===== config.mk =====
export PLATFORM = sky130hd
export DESIGN_NAME = snes_pad_responder_flat
export DESIGN_NICKNAME = d
export VERILOG_FILES = /design/src/rtl/snes_pad_responder_pkg.sv /design/src/rtl/snes_pad_responder_if.sv /design/src/rtl/snes_pad_responder_sync_edge.sv /design/src/rtl/snes_pad_responder.sv /design/src/flat_wrapper.sv
export SDC_FILE = /design/constraint.sdc
export NUM_CORES = 1
export LEC_CHECK = 0
export BUFFER_PORTS_ARGS = -buffer_cell sky130_fd_sc_hd__buf_2
export CAP_MARGIN = 15
export CORE_MARGIN = 2
export CORE_UTILIZATION = 30
export CTS_CLUSTER_DIAMETER = 80
export DETAILED_ROUTE_END_ITERATION = 12
export PLACE_DENSITY_LB_ADDON = 0.2
export SYNTH_ARGS = -nofsm -noshare
export SYNTH_HDL_FRONTEND = slang
export SYNTH_SLANG_ARGS = --single-unit

===== constraint.sdc =====
create_clock -name Clock -period 1.9 [get_ports Clock]
set_input_delay 0.095 -clock Clock [delete_from_list [all_inputs] [get_ports Clock]]
set_output_delay 0.095 -clock Clock [all_outputs]
set_load 0.005 [all_outputs]

===== src/rtl/snes_pad_responder_pkg.sv =====
// Shared definitions for the SNES/NES pad responder: button indices,
// frame sizes, FSM state encoding and frame-load helpers.
package snes_pkg;

    localparam int unsigned BTN_B      = 0;
    localparam int unsigned BTN_Y      = 1;
    localparam int unsigned BTN_SELECT = 2;
    localparam int unsigned BTN_START  = 3;
    localparam int unsigned BTN_UP     = 4;
    localparam int unsigned BTN_DOWN   = 5;
    localparam int unsigned BTN_LEFT   = 6;
    localparam int unsigned BTN_RIGHT  = 7;
    localparam int unsigned BTN_A      = 8;
    localparam int unsigned BTN_X      = 9;
    localparam int unsigned BTN_L      = 10;
    localparam int unsigned BTN_R      = 11;

    localparam int unsigned SNES_FRAME_BITS = 16;
    localparam int unsigned NES_FRAME_BITS  = 8;

    typedef enum logic [1:0] {
        ST_IDLE  = 2'd0,
        ST_LATCH = 2'd1,
        ST_SHIFT = 2'd2,
        ST_DONE  = 2'd3
    } snes_resp_state_t;

    // SNES frame image: active-low buttons in bits 0..11, unused bits released.
    function automatic logic [15:0] snes_load(input logic [11:0] btn);
        return {4'hF, ~btn};
    endfunction

    // NES frame image: A,B,Select,Start,Up,Down,Left,Right, active-low.
    function automatic logic [7:0] nes_load(input logic [11:0] btn);
        return ~{btn[BTN_RIGHT], btn[BTN_LEFT], btn[BTN_DOWN], btn[BTN_UP],
                 btn[BTN_START], btn[BTN_SELECT], btn[BTN_B], btn[BTN_A]};
    endfunction

endpackage


===== src/rtl/snes_pad_responder_if.sv =====
// Serial pad link: host drives latch and shift clock, pad returns data.
interface snes_pad_responder_if;
    logic NStrobe_Latch;
    logic NShift_Clock;
    logic SNESData;

    modport master (output NStrobe_Latch, output NShift_Clock, input SNESData);
    modport slave  (input NStrobe_Latch, input NShift_Clock, output SNESData);
endinterface


===== src/rtl/snes_pad_responder_sync_edge.sv =====
// Multi-flop synchronizer for one asynchronous host line with registered
// rise/fall pulses. Resets to 1 (idle host level) so no spurious edge on release.
module sync_edge #(
    parameter int unsigned SYNC_STAGES = 2
) (
    input  logic clk_i,
    input  logic rst_n_i,
    input  logic async_i,
    output logic sync_o,
    output logic rise_o,
    output logic fall_o
);

    logic [SYNC_STAGES-1:0] sync_q;
    logic                   rise_q;
    logic                   fall_q;

    // Shift the async input through the synchronizer chain.
    always_ff @(posedge clk_i or negedge rst_n_i) begin
        if (!rst_n_i) begin
            sync_q <= {SYNC_STAGES{1'b1}};
        end else begin
            sync_q <= {sync_q[SYNC_STAGES-2:0], async_i};
        end
    end

    // Edge pulses line up with the cycle in which the last stage changes.
    always_ff @(posedge clk_i or negedge rst_n_i) begin
        if (!rst_n_i) begin
            rise_q <= 1'b0;
            fall_q <= 1'b0;
        end else begin
            rise_q <= sync_q[SYNC_STAGES-2] & ~sync_q[SYNC_STAGES-1];
            fall_q <= ~sync_q[SYNC_STAGES-2] & sync_q[SYNC_STAGES-1];
        end
    end

    assign sync_o = sync_q[SYNC_STAGES-1];
    assign rise_o = rise_q;
    assign fall_o = fall_q;

endmodule


===== src/rtl/snes_pad_responder.sv =====
// Pad-side end of the SNES/NES serial controller link: latches button
// state on the host strobe and shifts it out, one bit per shift-clock rise.
module snes_pad_responder
    import snes_pkg::*;
#(
    parameter int unsigned FRAME_BITS  = 16,
    parameter int unsigned SYNC_STAGES = 2
) (
    input  logic                Clock,
    input  logic                NReset,
    input  logic [11:0]         Buttons,
    snes_pad_responder_if.slave link,
    output logic                Frame_Done,
    output logic [4:0]          Bit_Index
);

    localparam logic [4:0] LAST_IDX = 5'(FRAME_BITS);

    snes_resp_state_t        state_q, state_d;
    logic [FRAME_BITS-1:0]   sr_q, sr_d;
    logic [4:0]              idx_q, idx_d;
    logic                    done_q, done_d;
    logic [FRAME_BITS-1:0]   load_s;

    logic latch_sync_s, latch_rise_s, latch_fall_s;
    logic shift_sync_s, shift_rise_s, shift_fall_s;
    logic unused_s;

    sync_edge #(.SYNC_STAGES(SYNC_STAGES)) u_latch_sync (
        .clk_i   (Clock),
        .rst_n_i (NReset),
        .async_i (link.NStrobe_Latch),
        .sync_o  (latch_sync_s),
        .rise_o  (latch_rise_s),
        .fall_o  (latch_fall_s)
    );

    sync_edge #(.SYNC_STAGES(SYNC_STAGES)) u_shift_sync (
        .clk_i   (Clock),
        .rst_n_i (NReset),
        .async_i (link.NShift_Clock),
        .sync_o  (shift_sync_s),
        .rise_o  (shift_rise_s),
        .fall_o  (shift_fall_s)
    );

    // Latch is acted on by level; the remaining edge/level taps are not needed.
    assign unused_s = &{1'b0, latch_fall_s, shift_sync_s, shift_fall_s};

    // Frame image from the live buttons, in SNES or NES bit order.
    if (FRAME_BITS == NES_FRAME_BITS) begin : g_nes
        assign load_s = nes_load(Buttons);
    end else begin : g_snes
        assign load_s = snes_load(Buttons);
    end

    // FSM state register.
    always_ff @(posedge Clock or negedge NReset) begin
        if (!NReset) begin
            state_q <= ST_IDLE;
        end else begin
            state_q <= state_d;
        end
    end

    // Next-state: an active latch always wins over a pending shift edge.
    always_comb begin
        state_d = state_q;
        case (state_q)
            ST_IDLE: begin
                if (!latch_sync_s) state_d = ST_LATCH;
                else               state_d = ST_IDLE;
            end
            ST_LATCH: begin
                if (latch_rise_s) state_d = ST_SHIFT;
                else              state_d = ST_LATCH;
            end
            ST_SHIFT: begin
                if (!latch_sync_s)                                 state_d = ST_LATCH;
                else if (shift_rise_s && (idx_q == LAST_IDX - 5'd1)) state_d = ST_DONE;
                else                                               state_d = ST_SHIFT;
            end
            ST_DONE: begin
                if (!latch_sync_s) state_d = ST_LATCH;
                else               state_d = ST_DONE;
            end
            default: state_d = ST_IDLE;
        endcase
    end

    // Datapath next values: reload while latching, shift on each advance.
    always_comb begin
        sr_d   = sr_q;
        idx_d  = idx_q;
        done_d = (state_q == ST_SHIFT) && (state_d == ST_DONE);
        if ((state_d == ST_LATCH) || (state_q == ST_LATCH)) begin
            sr_d  = load_s;
            idx_d = 5'd0;
        end else if ((state_q == ST_SHIFT) && shift_rise_s) begin
            sr_d  = {1'b0, sr_q[FRAME_BITS-1:1]};
            idx_d = idx_q + 5'd1;
        end else begin
            sr_d  = sr_q;
            idx_d = idx_q;
        end
    end

    // Datapath registers; SNESData is taken straight from shift-register bit 0.
    always_ff @(posedge Clock or negedge NReset) begin
        if (!NReset) begin
            sr_q   <= {FRAME_BITS{1'b1}};
            idx_q  <= 5'd0;
            done_q <= 1'b0;
        end else begin
            sr_q   <= sr_d;
            idx_q  <= idx_d;
            done_q <= done_d;
        end
    end

    assign link.SNESData = sr_q[0];
    assign Frame_Done    = done_q;
    assign Bit_Index     = idx_q;

endmodule

===== src/flat_wrapper.sv =====
// flat-port wrapper written by rule: the top's interface ports become plain ports
module snes_pad_responder_flat import snes_pkg::*;
#(
    parameter int unsigned FRAME_BITS  = 16,
    parameter int unsigned SYNC_STAGES = 2
)
  (Clock, NReset, Buttons, Frame_Done, Bit_Index, link_NStrobe_Latch, link_NShift_Clock, link_SNESData);
  snes_pad_responder_if link_i ();
  input  logic Clock;
  input  logic NReset;
  input  logic [11:0] Buttons;
  output logic Frame_Done;
  output logic [4:0] Bit_Index;
  input wire logic [$bits(link_i.NStrobe_Latch)-1:0] link_NStrobe_Latch;
  input wire logic [$bits(link_i.NShift_Clock)-1:0] link_NShift_Clock;
  output wire logic [$bits(link_i.SNESData)-1:0] link_SNESData;
  assign link_i.NStrobe_Latch = link_NStrobe_Latch;
  assign link_i.NShift_Clock = link_NShift_Clock;
  assign link_SNESData = link_i.SNESData;
  snes_pad_responder #(.FRAME_BITS(FRAME_BITS), .SYNC_STAGES(SYNC_STAGES)) u_core (.Clock(Clock), .NReset(NReset), .Buttons(Buttons), .link(link_i), .Frame_Done(Frame_Done), .Bit_Index(Bit_Index));
endmodule

==> flow_metrics.py <==
metrics = {
    "status": {
        "status": "completed",
    },
    "synth": {
        "ys_types": 29,
        "synth_nets": 123,
        "ys.flop_type": "dfstp_2",
        "ys_ff_latch": 30,
        "synth_edf_count": 0,
        "syn_inst": 105,
        "syn-cell-area_sq_um": 1300,
        "ys_warn_count": 0,
        "syn_avg_cell_area_sq_um": 12.38,
        "async_flop_share_pct": 100.0,
        "ys_seq_area_share_pct": 59.67,
    },
    "route": {
        "first_pass_iters": 4,
        "vias": 911,
        "via_per_inst": 4.648,
        "drt_wl_total_microns": 2434,
        "antenna_left": 0,
        "drt-initial-drc-count": 36,
        "drc": 0,
        "wl_per_cell_microns": 12.42,
    },
    "timing": {
        "min_period_ns": 1.458,
        "drv_slew": 0,
        "finalCritPeriodShare_pct": 76.74,
        "fin_skew_ns": 0.006368,
        "max_slew_margin_pct": 56.54,
        "fmax_mhz": 685.8,
        "tightest_slew_ns": 0.6519,
        "fin_setup_tns_ns": 0,
        "setup_viol": 0,
        "finalHoldViolCount": 0,
        "rsz0062_at_grt": "no",
    },
    "run": {
        "drv_cap": 0,
    },
    "die": {
        "die_w_microns": 69.83,
        "core_area_sq_um": 4086,
        "die_area_sq_um": 4876,
        "design.portCount": 23,
        "rows": 23,
        "start_util_pct": 31.81,
        "die_h_microns": 69.83,
    },
    "grt": {
        "grt_pass1_vias": 947,
        "track_usage_pct": 11.47,
        "met3_usage_pct": 4.360,
        "grt_start_max_net_pins": 31,
        "grt_busiest_layer": "met2",
        "grtUsageMet1_pct": 14.32,
        "grt_first_pass_wirelength_microns": 4367,
        "gr-total-overflow": 0,
        "grt_util_met2_pct": 16.93,
        "antenna_found_initial": 0,
    },
    "cells_and_area": {
        "regArea_sq_um": 775.7,
        "drive_gt1_share_pct": 35.62,
        "syn2layout_area_growth_pct": 30.03,
        "nFillCells": 404,
        "nNetsFinal": 164,
        "antenna_cells": 0,
        "multi_input_area_sq_um": 465.4,
        "stdcell_count": 196,
    },
    "setup_path": {
        "path_buf_inv": 0,
        "cp_top_family": "adder cells",
        "crit_top_cell": "ha_1",
        "crit_chain": "ha_1 > and3_1 > ha_1 > o32ai_1",
        "cp_max_fo": 4,
        "critPathLaunchType": "flip-flop",
        "criticalPathCategory": "reg -> reg",
        "cp_data_arrival_time_ns": 1.63,
        "cp_slowest_cell": "dfrtp_1",
        "critPathRequiredTime_ns": 2.08,
        "crit_path_end_kind": "flip-flop",
        "slowest_delay_ns": 0.43,
    },
    "pwr": {
        "cellLeakagePower_nw": 0.7982,
        "total_power_w": 0.001656,
        "power_density_nw_per_um2": 979.8,
        "ir_drop_v": 0.0003880,
    },
    "clocking": {
        "cts_hold_buf": 13,
        "cts_tree": "yes",
        "clk_latency_ns": 0.28,
        "post_cts_resized": 0,
        "cts_buffers": 5,
        "clockRootBuffer": "clkbuf_8",
        "clock-sinks": 30,
        "post-cts-setup-buffers": 0,
        "htreeDepth": 2,
        "clk_pin_slew_ns": 0.06,
        "cts_max_path_buffers": 2,
    },
    "placement": {
        "hpwlAfterDp_microns": 1720,
        "place.gp.congestion": 0.7610,
        "port_buffers": 22,
        "place_inst": 176,
    },
    "min_path": {
        "hp-class": "in -> reg",
    },
}
per-stage QoR:
stage	utilization (%)	hold WS (ns)	cell area [sq um]	setup WS (ns)
after floorplan	-	-0.2006	1300	0.5234
after global placement	36.07	0.1532	1474	0.4944
after detailed placement	36.07	0.1609	1474	0.4647
after CTS	41.37	0.01677	1690	0.4415
after global routing	41.37	0.01292	1690	0.3100
final	41.37	0.02489	1690	0.4418
per-layer routing:
| layer | wire length, microns | up-vias |
|---|---|---|
| met5 | 0 | - |
| met3 | 155 | 6 |
| met2 | 1100 | 25 |
| li1 | - | 450 |
| met4 | 63 | 0 |
| met1 | 1115 | 430 |
synthesized netlist by cell type, types with 2 or more instances:
library cell	instances	area share, %
nand2b_1	2	0.96
nand2_1	5	1.4
buf_4	2	1.2
o221ai_1	2	1.3
o21ai_0	3	1.2
a21oi_1	3	1.2
nand3_1	4	1.5
nor2_1	2	0.58
o32a_1	2	1.5
inv_1	8	2.3
mux2i_1	18	14
or3_1	3	1.4
nor2b_1	3	1.4
nor3_1	3	1.2
buf_2	2	0.77
ha_1	2	1.9
dfrtp_1	10	19
dfstp_2	20	40
path summary, 6_finish.rpt:
kind | start | to | slack, ns | depth (start not counted)
hold reg to reg | u_core.u_latch_sync.sync_q[0] | u_core.u_latch_sync.sync_q[1] | 0.36 | 0
setup reg to reg | u_core.Bit_Index[0] | u_core.Bit_Index[4] | 0.44 | 4
setup / recovery | u_core.Bit_Index[0] | u_core.Bit_Index[4] | 0.44 | 4
hold / removal | Buttons[4] | u_core.sr_q[4] | 0.02 | 2
max in group asynchronous | NReset | u_core.Bit_Index[3] | 1.09 | 2
min in group asynchronous | NReset | u_core.u_latch_sync.rise_o | 0.38 | 2
placed cells by master (no fill, tap or decap), drive strengths merged:
cell type    instances
buf                 26
dfstp               20
mux2i               18
dlygate4sd3         13
dfrtp               10
inv                  8
clkbuf               7
nand2                5
nand3                4
o21ai                3
a21oi                3
nor3                 3
nor2b                3
or3                  3
nand2b               2
nor2                 2
o32a                 2
o221ai               2
ha                   2
and3                 1
a31oi                1
and3b                1
xnor2                1
nand3b               1
a22o                 1
o21a                 1
o32ai                1
a221oi               1
a32o                 1
flip-flops by register name, indices dropped and copies added (netlist names):
name and cells:
u_core.sr_q 16, u_core.state_q 2, u_core.u_latch_sync.rise_o 1, u_core.Bit_Index 5, u_core.u_shift_sync.rise_o 1, u_core.u_shift_sync.sync_q 2
u_core.Frame_Done 1, u_core.u_latch_sync.sync_q 2
kinds of logic (layout without fill, tap and decap cells):
family,after synthesis,after routing,synth area share [%]
flops,30,30,59.67
simple gates,25,25,10.30
mux,18,18,13.86
compound gates,16,16,9.048
buf+inv,13,54,4.523
fa+ha+maj,2,2,1.925
xor+xnor,1,1,0.6738
final cells by class:
type	count	share of cell area, %
Tap cell	50	3.701
Clock buffer	7	5.107
Inverter	8	1.776
Sequential cell	30	45.89
Timing Repair Buffer	39	15.99
Multi-Input combinational cell	62	27.54
power by group:
group / total [W] / internal, W / switching [W]
logic: 0.000312 / 0.000158 / 0.000154
registers: 0.000841 / 0.000777 / 0.0000634
clock network: 0.000503 / 0.000286 / 0.000217
Power figures use the tool's default switching activity.
